--- config.mk ---
export PLATFORM = sky130hd
export DESIGN_NAME = tx_8b10b_ctrl
export DESIGN_NICKNAME = d
export VERILOG_FILES = /design/src/rtl/pkg_8b10b.sv /design/src/rtl/encode.sv /design/src/rtl/tx_8b10b_ctrl.sv
export SDC_FILE = /design/constraint.sdc
export NUM_CORES = 1
export LEC_CHECK = 0
export BUFFER_PORTS_ARGS = -buffer_cell sky130_fd_sc_hd__buf_2
export CAP_MARGIN = 10
export CORE_MARGIN = 3
export CORE_UTILIZATION = 47
export CTS_CLUSTER_SIZE = 30
export DETAILED_ROUTE_END_ITERATION = 16
export PLACE_DENSITY = 0.67
export SYNTH_ARGS = -nofsm -noshare
export SYNTH_HDL_FRONTEND = slang
export SYNTH_HIERARCHICAL = 1
export SYNTH_SLANG_ARGS = --single-unit
export TNS_END_PERCENT = 5
--- constraint.sdc ---
create_clock -name clk -period 6.45 [get_ports clk]
set_clock_uncertainty 0.2 [all_clocks]
set_input_delay 0.3225 -clock clk [delete_from_list [all_inputs] [get_ports clk]]
set_output_delay 0.3225 -clock clk [all_outputs]
set_load 0.1 [all_outputs]
--- src/rtl/pkg_8b10b.sv ---
// Shared definitions for the 8b/10b transmit path: comma code, line-state
// enum and the legal control-character check.
package pkg_8b10b;

    localparam logic [8:0] K28_5 = 9'h1BC;

    typedef enum logic [1:0] {
        RESET = 2'd0,
        ALIGN = 2'd1,
        RUN   = 2'd2
    } state_t;

    function automatic logic is_legal_k(input logic [7:0] b);
        case (b)
            8'h1C, 8'h3C, 8'h5C, 8'h7C, 8'h9C, 8'hBC, 8'hDC, 8'hFC,
            8'hF7, 8'hFB, 8'hFD, 8'hFE: is_legal_k = 1'b1;
            default:                    is_legal_k = 1'b0;
        endcase
    endfunction

endpackage

--- src/rtl/encode.sv ---
// Combinational 8b/10b encoder. datain = {K, HGFEDCBA}; dataout bit 0 is
// line bit 'a', bit 9 is 'j' ({j,h,g,f,i,e,d,c,b,a}).
module encode (
    input  logic [8:0] datain,
    input  logic       dispin,
    output logic [9:0] dataout,
    output logic       dispout
);

    logic [4:0] x;
    logic [2:0] y;
    logic       k;
    logic       k28;
    logic [5:0] c6_neg;
    logic [5:0] c6;
    logic [3:0] c4_neg;
    logic [3:0] c4;
    logic       unbal6;
    logic       flip6;
    logic       flip4;
    logic       rd6;
    logic       use_a7;

    function automatic logic [2:0] ones6(input logic [5:0] v);
        ones6 = '0;
        for (int i = 0; i < 6; i++) ones6 = ones6 + {2'b00, v[i]};
    endfunction

    assign x   = datain[4:0];
    assign y   = datain[7:5];
    assign k   = datain[8];
    assign k28 = k && (x == 5'd28);

    // 5b/6b codes in the RD- column, written abcdei with 'a' as MSB
    always_comb begin
        case (x)
            5'd0:  c6_neg = 6'b100111;  5'd1:  c6_neg = 6'b011101;
            5'd2:  c6_neg = 6'b101101;  5'd3:  c6_neg = 6'b110001;
            5'd4:  c6_neg = 6'b110101;  5'd5:  c6_neg = 6'b101001;
            5'd6:  c6_neg = 6'b011001;  5'd7:  c6_neg = 6'b111000;
            5'd8:  c6_neg = 6'b111001;  5'd9:  c6_neg = 6'b100101;
            5'd10: c6_neg = 6'b010101;  5'd11: c6_neg = 6'b110100;
            5'd12: c6_neg = 6'b001101;  5'd13: c6_neg = 6'b101100;
            5'd14: c6_neg = 6'b011100;  5'd15: c6_neg = 6'b010111;
            5'd16: c6_neg = 6'b011011;  5'd17: c6_neg = 6'b100011;
            5'd18: c6_neg = 6'b010011;  5'd19: c6_neg = 6'b110010;
            5'd20: c6_neg = 6'b001011;  5'd21: c6_neg = 6'b101010;
            5'd22: c6_neg = 6'b011010;  5'd23: c6_neg = 6'b111010;
            5'd24: c6_neg = 6'b110011;  5'd25: c6_neg = 6'b100110;
            5'd26: c6_neg = 6'b010110;  5'd27: c6_neg = 6'b110110;
            5'd28: c6_neg = 6'b001110;  5'd29: c6_neg = 6'b101110;
            5'd30: c6_neg = 6'b011110;  default: c6_neg = 6'b101011;
        endcase
        if (k28) c6_neg = 6'b001111;
    end

    always_comb begin
        unbal6 = (ones6(c6_neg) != 3'd3);
        // D.07 is balanced but still has two forms
        flip6  = unbal6 || (x == 5'd7);
        c6     = (dispin && flip6) ? ~c6_neg : c6_neg;
        rd6    = unbal6 ? ~dispin : dispin;

        use_a7 = (y == 3'd7) &&
                 (k || (!rd6 && (x == 5'd17 || x == 5'd18 || x == 5'd20)) ||
                       ( rd6 && (x == 5'd11 || x == 5'd13 || x == 5'd14)));
        case (y)
            3'd0:    c4_neg = 4'b1011;
            3'd1:    c4_neg = 4'b1001;
            3'd2:    c4_neg = 4'b0101;
            3'd3:    c4_neg = 4'b1100;
            3'd4:    c4_neg = 4'b1101;
            3'd5:    c4_neg = 4'b1010;
            3'd6:    c4_neg = 4'b0110;
            default: c4_neg = use_a7 ? 4'b0111 : 4'b1110;
        endcase
        flip4 = (y == 3'd0) || (y == 3'd3) || (y == 3'd4) || (y == 3'd7);
        c4    = (rd6 && flip4) ? ~c4_neg : c4_neg;
        // K28 inverts its balanced 3b/4b codes after a negative 6b block
        if (k28 && !rd6 && !flip4) c4 = ~c4_neg;

        dispout = ((y == 3'd0) || (y == 3'd4) || (y == 3'd7)) ? ~rd6 : rd6;
        dataout = {c4[0], c4[1], c4[2], c4[3],
                   c6[0], c6[1], c6[2], c6[3], c6[4], c6[5]};
    end

endmodule

--- src/rtl/tx_8b10b_ctrl.sv ---
// Transmit link controller: sequences RESET/ALIGN/RUN, inserts K28.5 idles
// and periodic commas, owns running disparity, registers one symbol per clock.
module tx_8b10b_ctrl
    import pkg_8b10b::*;
#(
    parameter int ALIGN_COUNT  = 16,
    parameter int COMMA_PERIOD = 1024
) (
    input  logic       clk,
    input  logic       rst,
    input  logic       s_valid,
    input  logic [7:0] s_data,
    input  logic       s_k,
    output logic       s_ready,
    input  logic       realign,
    output logic [9:0] tx_symbol,
    output logic       tx_valid,
    output logic       tx_is_data,
    output logic       rd,
    output logic       link_up,
    output logic       err_illegal_k
);

    localparam int AW = (ALIGN_COUNT > 1) ? $clog2(ALIGN_COUNT) : 1;
    localparam int PW = $clog2(COMMA_PERIOD);
    localparam logic [AW-1:0] ALIGN_LAST  = AW'(ALIGN_COUNT - 1);
    localparam logic [PW-1:0] PERIOD_LAST = PW'(COMMA_PERIOD - 1);

    state_t          state;
    state_t          next_state;
    logic [AW-1:0]   align_cnt;
    logic [AW-1:0]   align_next;
    logic [PW-1:0]   period_cnt;
    logic [PW-1:0]   period_next;
    logic            force_comma;
    logic            accept;
    logic            illegal_k;
    logic            use_src;
    logic            emit;
    logic            sent_comma;
    logic [8:0]      enc_in;
    logic [9:0]      enc_out;
    logic            enc_disp;

    // s_valid/s_ready: a byte transfers on a rising edge where both are high;
    // s_ready depends only on registered state, never on s_valid or realign.
    always_comb begin
        force_comma = (state == RUN) && (period_cnt == PERIOD_LAST);
        s_ready     = (state == RUN) && !force_comma;
        accept      = s_valid && s_ready;
        illegal_k   = accept && s_k && !is_legal_k(s_data);
        use_src     = accept && !illegal_k;
        enc_in      = use_src ? {s_k, s_data} : K28_5;
        emit        = (state != RESET);
        sent_comma  = (enc_in == K28_5);
    end

    encode u_encode (
        .datain  (enc_in),
        .dispin  (rd),
        .dataout (enc_out),
        .dispout (enc_disp)
    );

    always_comb begin
        next_state = state;
        align_next = align_cnt;
        case (state)
            RESET: begin
                next_state = ALIGN;
                align_next = '0;
            end
            ALIGN: begin
                if (realign) begin
                    align_next = '0;
                end else if (align_cnt == ALIGN_LAST) begin
                    next_state = RUN;
                end else begin
                    align_next = align_cnt + 1'b1;
                end
            end
            RUN: begin
                if (realign) begin
                    next_state = ALIGN;
                    align_next = '0;
                end
            end
            default: next_state = RESET;
        endcase

        // Any K28.5 on the line restarts the spacing count
        period_next = period_cnt;
        if (emit) period_next = sent_comma ? '0 : period_cnt + 1'b1;
    end

    always_ff @(posedge clk or posedge rst) begin
        if (rst) begin
            state      <= RESET;
            align_cnt  <= '0;
            period_cnt <= '0;
        end else begin
            state      <= next_state;
            align_cnt  <= align_next;
            period_cnt <= period_next;
        end
    end

    always_ff @(posedge clk or posedge rst) begin
        if (rst) begin
            tx_symbol     <= '0;
            tx_valid      <= 1'b0;
            tx_is_data    <= 1'b0;
            rd            <= 1'b0;
            link_up       <= 1'b0;
            err_illegal_k <= 1'b0;
        end else if (emit) begin
            tx_symbol     <= enc_out;
            tx_valid      <= 1'b1;
            tx_is_data    <= use_src;
            rd            <= enc_disp;
            link_up       <= (state == RUN);
            err_illegal_k <= illegal_k;
        end
    end

endmodule
==> impl_summary.log, run 1 <==
[metrics] count of cell types in the netlist: 56
[metrics] Worst Setup End Kind: flop
[metrics] post-route setup TNS: 0 ps
[metrics] Filler Cell Count: 450
[metrics] number of nets produced by synthesis: 309
[metrics] overall routed net length: 4.861 mm
[metrics] Clock Tree Buf Depth: 2
[metrics] final clock period utilization by the worst path: 93.34%
[metrics] sequential share of the synthesized area: 32.41%
[metrics] I/O pin total: 29
[metrics] cell taking the most area after synthesis: dfrtp_1
[metrics] Crit Path Class: reg -> reg
[metrics] fraction of layout instances using a drive strength above 1: 19.61%
[metrics] Layout Nets: 333
[metrics] worst-case vdd ir drop: about 0.15 mV
[metrics] critical-path cell list: ha_1, and3_1, a31oi_4, nand3_1, nor2_1, inv_1, ha_1, a21oi_1, a211oi_1, a21o_1, fa_1, inv_1, fa_1, ha_1, inv_1, fa_1, nand3b_4, xor2_2, mux2_2, o32ai_1, nand2_1, nand2_1
[metrics] number of enable flip-flop cells after synthesis: 0
[metrics] Hold Path Cell Cnt: 2
[metrics] total global routing track utilization: 17.57%
[metrics] port bufs: 28
[metrics] top area cells in the synthesized netlist: dfrtp_1 32%, nand2_1 9.4%, ha_1 5.8%, xor2_1 3.7%, xnor2_1 2.6%
[metrics] slew of the pin with the lowest slew margin: 555.0 ps
[metrics] number of buffers and inverters on the critical path: 3
[metrics] RSZ-0062 raised after global routing: no
[metrics] path length in cells of the critical path: 22
[metrics] die height: 77.36 um
[metrics] status: finished, final reports clean
[metrics] Layout Utilization: 54.99%
[metrics] post-DP HPWL: ~3.6 mm
[metrics] # clock sinks: 31
[metrics] Max-cap violations: 0
[metrics] combined area of the multi-input logic cells: 0.001473 sq mm
[metrics] kind of launch point of the worst setup path: flop
[metrics] Final WS setup: around 430 ps
[metrics] sink of the worst hold path: state[1]$_DFFE_PP0P_
[metrics] DRC: 0
[metrics] per-instance average area after synthesis: around 8.5 sq um
[metrics] H-Tree Depth: 2
[metrics] number of instances in the synthesized netlist: 282
[metrics] slowest stage delay, CP: 540 ps
[metrics] maximum number of pins on one net before global-route repair: 32
[metrics] vias per cell: 5.150
[metrics] final-report max-slew violation count: 0
[metrics] setup violation total in the final timing report: 0
[metrics] maximum fanout count along the critical path: 8
[metrics] router iterations before antenna repair: 4
[metrics] flop-to-flop setup slack: 430 ps
[metrics] total leakage power: 1.260 nW
[metrics] area share of the largest cell type after synthesis: about a third
[metrics] Yosys reg bits: 31
[metrics] Placer Congestion: around 0.84
[metrics] TritonCTS clock tree: yes
[metrics] largest delay contributor family on the critical path: adder cells
[metrics] required time at the endpoint of the critical path: 6470 ps
[metrics] worst setup slack before clock tree synthesis: 444.6 ps
[metrics] number of global-route vias before repair: 1824
[metrics] summed instance area of the synthesized netlist: 0.002394 sq mm
[metrics] Slowest-stage cell, CP: fa_1
[metrics] number of antenna repair diodes: 0
[metrics] synth cell count leaders: 60 x nand2_1, 31 x dfrtp_1, 16 x inv_1
[metrics] number of hold violations in the final report: 0
[metrics] clock latency on the worst-skew pair: between 200 and 300 ps
[metrics] Post-Place Cell Area: between 0.002 and 0.003 sq mm
[metrics] fin crit period: 6020 ps
[metrics] number of CTS-inserted buffers: 5
[metrics] wire length of the first global-routing pass: 8.556 mm
[metrics] arrival time at the worst endpoint: 6040 ps
[metrics] residual antenna-violating net count after detailed routing: 0
[metrics] reg-to-reg critical path startpoint: period_cnt[0]$_DFFE_PP0P_
[metrics] worst flop-to-flop path endpoint: tx_symbol[6]$_DFFE_PP0P_
[metrics] routed len/inst: 13.03 um
[metrics] Initial Utilization: between 40% and 50%
[metrics] Syn. warnings: 6
[metrics] worst hold slack across all endpoints: 6.796 ps
[metrics] share of flip-flops with an asynchronous set or reset after synthesis: 100.0%
[metrics] die area: about 0.006 sq mm
[metrics] DR iter-0 viols: 106
[metrics] total power per unit cell area: between 200 and 250 mW/mm^2
[metrics] dominant synthesized flop cell: dfrtp_1
[metrics] highest clock rate: 166.1 MHz
[metrics] most numerous cell in the Yosys netlist: nand2_1
[metrics] type of the worst min-delay path: in -> reg
[metrics] area of the placeable core: 0.004817 sq mm
[metrics] layout overhead on the synthesized area: 10.66%
[metrics] number of antenna violations at the first check in global routing: 0
[metrics] clock-pin slew on the worst setup and hold paths: approximately 70 ps
[metrics] Site Rows: 25
[metrics] tightest slew margin relative to the limit: 62.86%
[metrics] flip-flop and latch area: ~780 sq um
[metrics] number of cell instances on the worst register-to-register path: 22
[metrics] buffer type at the clock tree root: clkbuf_8
[metrics] die boundary width: between 70 and 80 um
[metrics] vias: 1921
[metrics] final design area excluding fillers: approximately 0.0026 sq mm
[metrics] overall overflow remaining after global route: 0
[metrics] min-delay src: realign
-- cells by family (layout without fill, tap and decap cells) --
group	Yosys count	in the layout	share of synthesized area (%)
AO/OA/AOI/OAI	57	57	17.20
adder cells (fa/ha/maj)	14	14	8.259
buffers and inverters	31	55	6.691
multiplexers	6	6	2.770
AND/OR/NAND/NOR	125	125	25.77
flip-flops	31	31	32.41
XOR/XNOR	18	18	6.900
-- sequential cells by signal (all words and copies together), names as in the netlist --
signal,count
align_cnt,4
err_illegal_k,1
link_up,1
period_cnt,10
rd,1
state,2
tx_is_data,1
tx_symbol,10
tx_valid,1
-- power by group --
group | internal [mW] | leakage (nW) | switching, mW
clock network | 0.0835 | 0.0470 | 0.0713
logic | 0.0301 | 0.818 | 0.128
registers | 0.209 | 0.395 | 0.00944
total | 0.322 | 1.26 | 0.209
-- metal layers --
| layer | GRT usage (%) | up-vias | wire (um) |
|---|---|---|---|
| li1 | - | 1007 | - |
| met4 | 4.270 | 0 | 63 |
| met1 | 25.37 | 864 | 2596 |
| met5 | 0 | - | 0 |
| met2 | 26.51 | 45 | 1995 |
| met3 | 4.292 | 5 | 206 |
-- layout by cell type (no fill, tap or decap), types with 2 or more instances in the layout --
cell / synthesis / routed
a211oi_1: 3 / 3
a21oi_1: 11 / 11
a31oi_1: 4 / 3
a41oi_2: 2 / 2
and3_1: 4 / 4
and3_2: 2 / 2
buf_2: 2 / 28
buf_4: 7 / 2
clkbuf_8: 0 / 6
dfrtp_1: 31 / 31
fa_1: 3 / 3
ha_1: 11 / 11
inv_1: 16 / 16
mux2_2: 2 / 2
mux2i_1: 3 / 3
nand2_1: 60 / 60
nand2b_1: 8 / 8
nand3_1: 6 / 6
nand4_1: 3 / 3
nor2_1: 15 / 15
nor2b_1: 5 / 5
o211ai_2: 2 / 2
o21ai_0: 10 / 10
o21ai_1: 6 / 6
o2bb2ai_1: 2 / 2
o31ai_1: 5 / 5
or2_1: 3 / 3
or2_2: 6 / 6
or3_1: 3 / 3
or4_1: 2 / 2
xnor2_1: 7 / 7
xor2_1: 10 / 10
-- what timing repair did --
action,CTS,global route
setup buffers,0,0
hold buffers,1,0
hold endpoints to repair,31,0
resized for setup,0,0
-- area by class of cell --
cell class | count | share of cell area [%]
inverter | 17 | 2.409
clock buffer | 6 | 3.118
clock inverter | 1 | 0.1889
timing repair buffer | 31 | 6.235
tap | 67 | 3.165
sequential | 31 | 29.29
multi-input combinational | 220 | 55.60
-- metrics by stage --
stage | total power [mW] | std cells
3_3_place_gp | 0.3796 | 365
2_1_floorplan | 0.3521 | 282
3_5_place_dp | 0.3812 | 365
5_1_grt | 0.5563 | 373
4_1_cts | 0.5371 | 373
6_report | 0.5316 | 373
-- worst max path at each step --
stage	from	end	slack (ps)
final	period_cnt[0]$_DFFE_PP0P_	tx_symbol[6]$_DFFE_PP0P_	430
after global routing	period_cnt[0]$_DFFE_PP0P_	tx_symbol[6]$_DFFE_PP0P_	50
after CTS	period_cnt[0]$_DFFE_PP0P_	tx_symbol[6]$_DFFE_PP0P_	450
after detailed placement	s_data[1]	tx_symbol[6]$_DFFE_PP0P_	440
after global placement	s_data[1]	tx_symbol[6]$_DFFE_PP0P_	500
after floorplan	period_cnt[0]$_DFFE_PP0P_	tx_symbol[6]$_DFFE_PP0P_	230
-- worst register-to-register path, cell delays in order (launching register included) --
cell,delay [ps]
dfrtp_1,410
ha_1,230
and3_1,280
a31oi_4,210
nand3_1,220
nor2_1,390
inv_1,200
ha_1,370
a21oi_1,160
a211oi_1,80
a21o_1,220
fa_1,540
inv_1,50
fa_1,510
ha_1,150
inv_1,50
fa_1,470
nand3b_4,140
xor2_2,240
mux2_2,430
o32ai_1,280
nand2_1,70
nand2_1,80
Note: power is estimated with default switching activity, not from simulation.
==> inputs of run 2 (changes only) <==
--- a/config.mk
+++ b/config.mk
@@ -7,11 +7,14 @@
 export LEC_CHECK = 0
 export BUFFER_PORTS_ARGS = -buffer_cell sky130_fd_sc_hd__buf_2
 export CAP_MARGIN = 10
+export CELL_PAD_IN_SITES_DETAIL_PLACEMENT = 1
+export CELL_PAD_IN_SITES_GLOBAL_PLACEMENT = 2
 export CORE_MARGIN = 3
-export CORE_UTILIZATION = 47
+export CORE_UTILIZATION = 35
 export CTS_CLUSTER_SIZE = 30
 export DETAILED_ROUTE_END_ITERATION = 16
-export PLACE_DENSITY = 0.67
+export PLACE_DENSITY_LB_ADDON = 0.1
+export SETUP_SLACK_MARGIN = 0.1
 export SYNTH_ARGS = -nofsm -noshare
 export SYNTH_HDL_FRONTEND = slang
 export SYNTH_HIERARCHICAL = 1
==> impl_summary.log, run 2 (synthesized netlist as in run 1, its figures left out) <==
[metrics] die area: 0.007867 sq mm (+31%)
[metrics] residual antenna-violating net count after detailed routing: 0 (unchanged)
[metrics] post-layout power: 0.5305 mW (-0.22%)
[metrics] setup violation total in the final timing report: 0 (unchanged)
[metrics] slew of the pin with the lowest slew margin: 591.0 ps (+36.01 ps)
[metrics] highest-count cells in the layout ignoring fill and taps: 60 x nand2_1, 31 x dfrtp_1, 28 x buf_2, 16 x inv_1, 13 x nor2_1
[metrics] final-report max-slew violation count: 0 (unchanged)
[metrics] number of global-route vias before repair: 1979 (+8.5%)
[metrics] top flop regs: period_cnt: 10 flops, tx_symbol: 10 flops, align_cnt: 4 flops
[metrics] Layout Utilization: 41.44% (-14 points)
[metrics] Initial Utilization: 36.85% (-13 points)
[metrics] Filler Cell Count: 771 (+71%)
[metrics] maximum fanout count along the critical path: 10 (+2)
[metrics] number of hold violations in the final report: 0 (unchanged)
[metrics] layout overhead on the synthesized area: 12.44%
[metrics] Site Rows: 29 (+16%)
[metrics] vias: 1998 (+4.0%)
[metrics] type of the worst min-delay path: in -> reg
[metrics] Final WS setup: 580.0 ps (+150.3 ps)
[metrics] Max-cap violations: 0 (unchanged)
[metrics] number of cells in the finished layout apart from fillers: 384 (+2.9%)
[metrics] status: finished, final reports clean
[metrics] internal power: 0.3225 mW (about the same)
[metrics] final design area excluding fillers: 0.002691 sq mm (+1.6%)
[metrics] post-route setup TNS: 0 ps (unchanged)
[metrics] net switching power figure: 0.2079 mW (-0.58%)
[metrics] kind of launch point of the worst setup path: flop
[metrics] total power per unit cell area: 197.1 mW/mm^2 (-1.8%)
[metrics] # clock sinks: 31 (unchanged)
[metrics] area of the placeable core: 0.006495 sq mm (+35%)
[metrics] port bufs: 28 (unchanged)
[metrics] number of placed instances with taps included: 376 (+3.0%)
[metrics] fin crit period: 5870 ps (-150.3 ps)
[metrics] # Post-CTS Setup Buffers: 0 (unchanged)
[metrics] maximum number of pins on one net before global-route repair: 32 (unchanged)
[metrics] I/O pin total: 29 (unchanged)
[metrics] router iterations before antenna repair: 4 (unchanged)
[metrics] routed len/inst: 14.93 um (+15%)
[metrics] DR iter-0 viols: 62 (-42%)
[metrics] die height: 88.70 um (+15%)
[metrics] wire length of the first global-routing pass: 9.867 mm (+15%)
[metrics] portion of total power attributed to the clock network: 28.9% (-0.2 points)
[metrics] TritonCTS clock tree: yes
[metrics] die boundary width: 88.70 um (+15%)
[metrics] number of CTS-inserted buffers: 5 (unchanged)
[metrics] required time at the endpoint of the critical path: 6460 ps (about the same)
[metrics] worst setup slack before clock tree synthesis: 385.5 ps (-59.13 ps)
[metrics] H-Tree Depth: 2 (unchanged)
[metrics] DRC: 0 (unchanged)
[metrics] Layout Nets: 334 (+0.30%)
[metrics] total global routing track utilization: 16.29% (-1.3 points)
[metrics] Logic pwr share: 30.0% (+0.2 points)
[metrics] fraction of layout instances using a drive strength above 1: 20.85% (+1.2 points)
[metrics] final clock period utilization by the worst path: 91.01% (-2.3 points)
[metrics] arrival time at the worst endpoint: 5880 ps (-160 ps)
[metrics] tightest slew margin relative to the limit: 60.60% (-2.3 points)
[metrics] vias per cell: 5.203 (+1.0%)
[metrics] Post-Place Cell Area: 0.002571 sq mm (+0.78%)
[metrics] post-DP HPWL: 4.301 mm (+21%)
[metrics] total leakage power: 1.268 nW (+0.57%)
[metrics] overall overflow remaining after global route: 0 (unchanged)
[metrics] Placer Congestion: 0.8033 (-3.9%)
[metrics] Crit Path Class: reg -> reg
[metrics] Worst Setup End Kind: flop
[metrics] highest clock rate: 170.4 MHz (+2.6%)
[metrics] number of antenna repair diodes: 0 (unchanged)
[metrics] overall routed net length: 5.733 mm (+18%)
[metrics] relative contribution of sequential cells to total power: 41.0% (about the same)
[metrics] switching share of power: 39.20% (-0.14 points)
[metrics] most common cell after layout, fill and taps aside: nand2_1
[metrics] buffer type at the clock tree root: clkbuf_8
[metrics] clock latency on the worst-skew pair: 280 ps (about the same)
[metrics] worst hold slack across all endpoints: 17.65 ps (+10.86 ps)
[metrics] number of antenna violations at the first check in global routing: 0 (unchanged)
[metrics] clock-pin slew on the worst setup and hold paths: 70 ps (about the same)
[metrics] RSZ-0062 raised after global routing: no
[metrics] Clock Tree Buf Depth: 2 (unchanged)
[metrics] worst-case vdd ir drop: 0.06133 mV (-60%)
==> run 2: power by group through the flow <==
| stage | registers, mW | logic [mW] | clock network, mW |
|---|---|---|---|
| global route | 0.220 | 0.171 | 0.172 |
| detailed placement | 0.222 | 0.160 | 0 |
| global placement | 0.222 | 0.159 | 0 |
| floorplan | 0.315 | 0.0366 | 0 |
| finish | 0.218 | 0.159 | 0.153 |
| CTS | 0.218 | 0.161 | 0.162 |
==> run 2: layout make-up <==
cell class / count / area, sq um / area share, %
multi-input combinational: 220 / 1495 / 55.56
sequential: 31 / 775.7 / 28.82
timing repair buffer: 32 / 172.7 / 6.416
tap: 77 / 96.34 / 3.580
clock buffer: 6 / 82.58 / 3.068
inverter: 17 / 63.81 / 2.371
clock inverter: 1 / 5.005 / 0.1860
==> run 2: final timing paths <==
| kind | slack, ps | cells after the start | end | startpoint |
|---|---|---|---|---|
| hold / removal | 20 | 2 | state[1]$_DFFE_PP0P_ | realign |
| max in group asynchronous | 5270 | 4 | period_cnt[2]$_DFFE_PP0P_ | rst |
| setup reg to reg | 580 | 18 | tx_symbol[6]$_DFFE_PP0P_ | period_cnt[0]$_DFFE_PP0P_ |
| setup / recovery | 580 | 18 | tx_symbol[6]$_DFFE_PP0P_ | period_cnt[0]$_DFFE_PP0P_ |
| hold reg to reg | 260 | 2 | tx_symbol[8]$_DFFE_PP0P_ | tx_symbol[8]$_DFFE_PP0P_ |
| min in group asynchronous | 480 | 4 | tx_symbol[1]$_DFFE_PP0P_ | rst |
==> run 2: routing by layer <==
| layer | share of wire [%] | global-route usage, % |
|---|---|---|
| met1 | 52 | 23.20 |
| met5 | 0 | 0 |
| met3 | 3.8 | 3.818 |
| met2 | 44 | 24.63 |
| met4 | 0.54 | 4.533 |
==> run 2: worst max-delay path: stages, from the launching register on <==
cell,delay [ps]
dfrtp_1,410
ha_1,230
and3_1,280
a311o_1,510
or3_1,550
and2b_4,270
a221oi_2,390
fa_1,470
inv_1,90
fa_1,430
ha_1,210
inv_1,60
fa_1,410
nand3b_4,190
xor2_2,230
mux2_2,430
o32ai_1,280
nand2_1,80
nand2_1,80
==> run 2: repair_timing <==
action                                  in CTS  in global routing
gates resized for setup                      0                  6
endpoints found under the hold margin       31                  0
hold buffers                                 1                  0
endpoints found under the setup margin       0                  4
==> inputs of run 3 (changes only) <==
--- a/config.mk
+++ b/config.mk
@@ -5,12 +5,13 @@
 export SDC_FILE = /design/constraint.sdc
 export NUM_CORES = 1
 export LEC_CHECK = 0
+export ABC_AREA = 1
 export BUFFER_PORTS_ARGS = -buffer_cell sky130_fd_sc_hd__buf_2
 export CAP_MARGIN = 10
 export CELL_PAD_IN_SITES_DETAIL_PLACEMENT = 1
 export CELL_PAD_IN_SITES_GLOBAL_PLACEMENT = 2
 export CORE_MARGIN = 3
-export CORE_UTILIZATION = 35
+export CORE_UTILIZATION = 33
 export CTS_CLUSTER_SIZE = 30
 export DETAILED_ROUTE_END_ITERATION = 16
 export PLACE_DENSITY_LB_ADDON = 0.1
==> impl_summary.log, run 3 <==
[metrics] clock latency on the worst-skew pair: 280 ps (about the same)
[metrics] Site Rows: 31 (+6.9%)
[metrics] number of buffers and inverters on the critical path: 11 (+9)
[metrics] buffer type at the clock tree root: clkbuf_8
[metrics] most numerous cell in the Yosys netlist: nand2_1
[metrics] Crit Path Class: reg -> reg
[metrics] type of the worst min-delay path: in -> reg
[metrics] maximum number of pins on one net before global-route repair: 32 (unchanged)
[metrics] dominant synthesized flop cell: dfrtp_1
[metrics] Initial Utilization: 34.78% (-2.1 points)
[metrics] vias per cell: 4.435 (-15%)
[metrics] relative contribution of sequential cells to total power: 25.3% (-16 points)
[metrics] final-report max-slew violation count: 0 (unchanged)
[metrics] sequential share of the synthesized area: 29.95% (-2.5 points)
[metrics] highest clock rate: 174.8 MHz (+2.6%)
[metrics] vias: 2191 (+9.7%)
[metrics] wire length of the first global-routing pass: 10.72 mm (+8.6%)
[metrics] worst-case vdd ir drop: 0.1204 mV (+96%)
[metrics] layout overhead on the synthesized area: 12.95%
[metrics] final clock period utilization by the worst path: 88.72% (-2.3 points)
[metrics] overall overflow remaining after global route: 0 (unchanged)
[metrics] highest-count cells in the layout ignoring fill and taps: 119 x nand2_1, 58 x inv_1, 31 x dfrtp_1, 28 x buf_2, 21 x nor2_1
[metrics] die area: 0.008947 sq mm (+14%)
[metrics] number of CTS-inserted buffers: 5 (unchanged)
[metrics] routed len/inst: 12.42 um (-17%)
[metrics] number of antenna repair diodes: 0 (unchanged)
[metrics] share of flip-flops with an asynchronous set or reset after synthesis: 100.0% (unchanged)
[metrics] post-DP HPWL: 4.888 mm (+14%)
[metrics] portion of total power attributed to the clock network: 13.7% (-15 points)
[metrics] Yosys reg bits: 31 (unchanged)
[metrics] Slowest-stage cell, CP: fa_1
[metrics] Placer Congestion: 0.8162 (+1.6%)
[metrics] number of cells in the finished layout apart from fillers: 494 (+29%)
[metrics] total power per unit cell area: 388.0 mW/mm^2 (+97%)
[metrics] area of the placeable core: 0.007447 sq mm (+15%)
[metrics] Filler Cell Count: 993 (+29%)
[metrics] residual antenna-violating net count after detailed routing: 0 (unchanged)
[metrics] top area cells in the synthesized netlist: dfrtp_1 30%, nand2_1 17%, inv_1 8.4%, ha_1 5.3%, xor2_1 4.4%
[metrics] synth cell count leaders: 119 x nand2_1, 58 x inv_1, 31 x dfrtp_1
[metrics] capture point of the critical path: tx_symbol[9]$_DFFE_PP0P_
[metrics] cell taking the most area after synthesis: dfrtp_1
[metrics] TritonCTS clock tree: yes
[metrics] Clock Tree Buf Depth: 2 (unchanged)
[metrics] overall routed net length: 6.137 mm (+7.0%)
[metrics] number of instances in the synthesized netlist: 363 (+29%)
[metrics] # Post-CTS Setup Buffers: 0 (unchanged)
[metrics] flop-to-flop setup slack: 730 ps (+150 ps)
[metrics] fraction of layout instances using a drive strength above 1: 21.27% (+0.42 points)
[metrics] status: finished, final reports clean
[metrics] die boundary width: 94.59 um (+6.6%)
[metrics] start point of the critical path: period_cnt[0]$_DFFE_PP0P_
[metrics] fin crit period: 5722 ps (-147.8 ps)
[metrics] internal power: 0.4780 mW (+48%)
[metrics] worst flop-to-flop path endpoint: tx_symbol[9]$_DFFE_PP0P_
[metrics] most common cell after layout, fill and taps aside: nand2_1
[metrics] Max-cap violations: 0 (unchanged)
[metrics] post-route setup TNS: 0 ps (unchanged)
[metrics] # clock sinks: 31 (unchanged)
[metrics] area share of the largest cell type after synthesis: 29.95% (-2.5 points)
[metrics] slowest stage delay, CP: 500 ps (-50 ps)
[metrics] I/O pin total: 29 (unchanged)
[metrics] required time at the endpoint of the critical path: 6420 ps (-40 ps)
[metrics] DRC: 0 (unchanged)
[metrics] number of enable flip-flop cells after synthesis: 0 (unchanged)
[metrics] number of placed instances with taps included: 486 (+29%)
[metrics] die height: 94.59 um (+6.6%)
[metrics] number of hold violations in the final report: 0 (unchanged)
[metrics] slew of the pin with the lowest slew margin: 478.0 ps (-113.0 ps)
[metrics] Worst Setup End Kind: flop
[metrics] Layout Nets: 422 (+26%)
[metrics] maximum fanout count along the critical path: 7 (-3)
[metrics] net switching power figure: 0.6569 mW (+220%)
[metrics] largest delay contributor family on the critical path: adder cells
[metrics] kind of launch point of the worst setup path: flop
[metrics] count of cell types in the netlist: 41 (-27%)
[metrics] number of global-route vias before repair: 2229 (+13%)
[metrics] number of nets produced by synthesis: 390 (+26%)
[metrics] port bufs: 28 (unchanged)
[metrics] switching share of power: 57.88% (+19 points)
[metrics] reg-to-reg critical path startpoint: period_cnt[0]$_DFFE_PP0P_
[metrics] DR iter-0 viols: 63 (+1.6%)
[metrics] top flop regs: period_cnt: 10 flops, tx_symbol: 10 flops, align_cnt: 4 flops
[metrics] total global routing track utilization: 15.16% (-1.1 points)
[metrics] summed instance area of the synthesized netlist: 0.002590 sq mm (+8.2%)
[metrics] clock-pin slew on the worst setup and hold paths: 70 ps (about the same)
[metrics] most repeated library cell on the critical path: inv_1
[metrics] total leakage power: 1.669 nW (+32%)
[metrics] RSZ-0062 raised after global routing: no
[metrics] setup violation total in the final timing report: 0 (unchanged)
[metrics] router iterations before antenna repair: 4 (unchanged)
[metrics] tightest slew margin relative to the limit: 68.01% (+7.4 points)
[metrics] path length in cells of the critical path: 34 (+16)
[metrics] H-Tree Depth: 2 (unchanged)
[metrics] Logic pwr share: 61.0% (+31 points)
[metrics] per-instance average area after synthesis: 7.135 sq um (-16%)
[metrics] Syn. warnings: 6 (unchanged)
[metrics] number of cell instances on the worst register-to-register path: 34 (+16)
[metrics] number of antenna violations at the first check in global routing: 0 (unchanged)
[metrics] arrival time at the worst endpoint: 5690 ps (-190 ps)
-- run 3: cell count changes after synthesis, sizes merged, moves of 5 or more --
cell | before | now
and3 | 6 | 1
inv | 17 | 63
or2 | 9 | 3
nand2b | 8 | 0
nor2b | 5 | 0
buf | 11 | 3
nor2 | 15 | 26
nand3 | 6 | 17
nand2 | 60 | 140
-- run 3: metal layers --
metal  global-route usage, %  routed length [um]  up-vias
li1                        -                   -     1162
met1                   22.21                3299      996
met2                   22.81                2621       31
met3                   3.267                 186        2
met4                   3.245                  30        0
met5                       0                   0        -
-- run 3: metrics by stage --
step / cell area, sq um / utilization, % / power [mW] / hold WS, ps / worst slack (ps)
after floorplan: 2590 / - / 0.8637 / 215.2 / 1214
after global placement: 2828 / 37.97 / 0.9866 / 236.7 / 926.4
after detailed placement: 2828 / 37.97 / 0.9922 / 236.5 / 731.4
after CTS: 2925 / 39.28 / 1.157 / 74.43 / 696.9
after global routing: 2925 / 39.28 / 1.229 / 74.52 / 226.4
final: 2925 / 39.28 / 1.135 / 89.16 / 727.8
-- run 3: cell families (layout without fill, tap and decap cells) --
logic type,Yosys count,after routing,synth area share (%)
buffers and inverters,72,104,11.64
adders and majority gates,14,14,7.633
xor gates and xnor gates,17,17,5.749
AOI/OAI and AO/OA,30,30,7.681
DFF,31,31,29.95
and+or+nand+nor,199,199,37.34
-- run 3: what timing repair did --
action,in CTS,in global routing
hold buffers,1,0
endpoints found under the hold margin,31,0
gates resized for setup,0,0
-- run 3: how the worst min path moves through the flow --
stage                     startpoint                     end  depth (start not counted)
after CTS                    realign    state[1]$_DFFE_PP0P_                          2
after detailed placement         rst  tx_is_data$_DFFE_PP0P_                          3
after global routing         realign    state[1]$_DFFE_PP0P_                          2
final                        realign    state[1]$_DFFE_PP0P_                          2
after global placement           rst  tx_is_data$_DFFE_PP0P_                          3
after floorplan              realign    state[1]$_DFFE_PP0P_                          1
-- run 3: layout make-up --
| cell class | instances | area, sq um | area share [%] |
|---|---|---|---|
| multi-input cells | 260 | 1513 | 51.71 |
| flip-flops and latches | 31 | 775.7 | 26.52 |
| repair buffers | 31 | 165.2 | 5.646 |
| well taps | 99 | 123.9 | 4.234 |
| inverters | 66 | 260.3 | 8.896 |
| clock buffers | 6 | 82.58 | 2.823 |
| clock inverters | 1 | 5.005 | 0.1711 |
-- run 3: power by group through the flow --
stage | combinational [mW] | clock (mW) | sequential [mW]
after floorplan | 0.288 | 0 | 0.576
after global placement | 0.697 | 0 | 0.289
after detailed placement | 0.701 | 0 | 0.292
after CTS | 0.702 | 0.166 | 0.288
after global routing | 0.755 | 0.176 | 0.298
final | 0.692 | 0.155 | 0.288
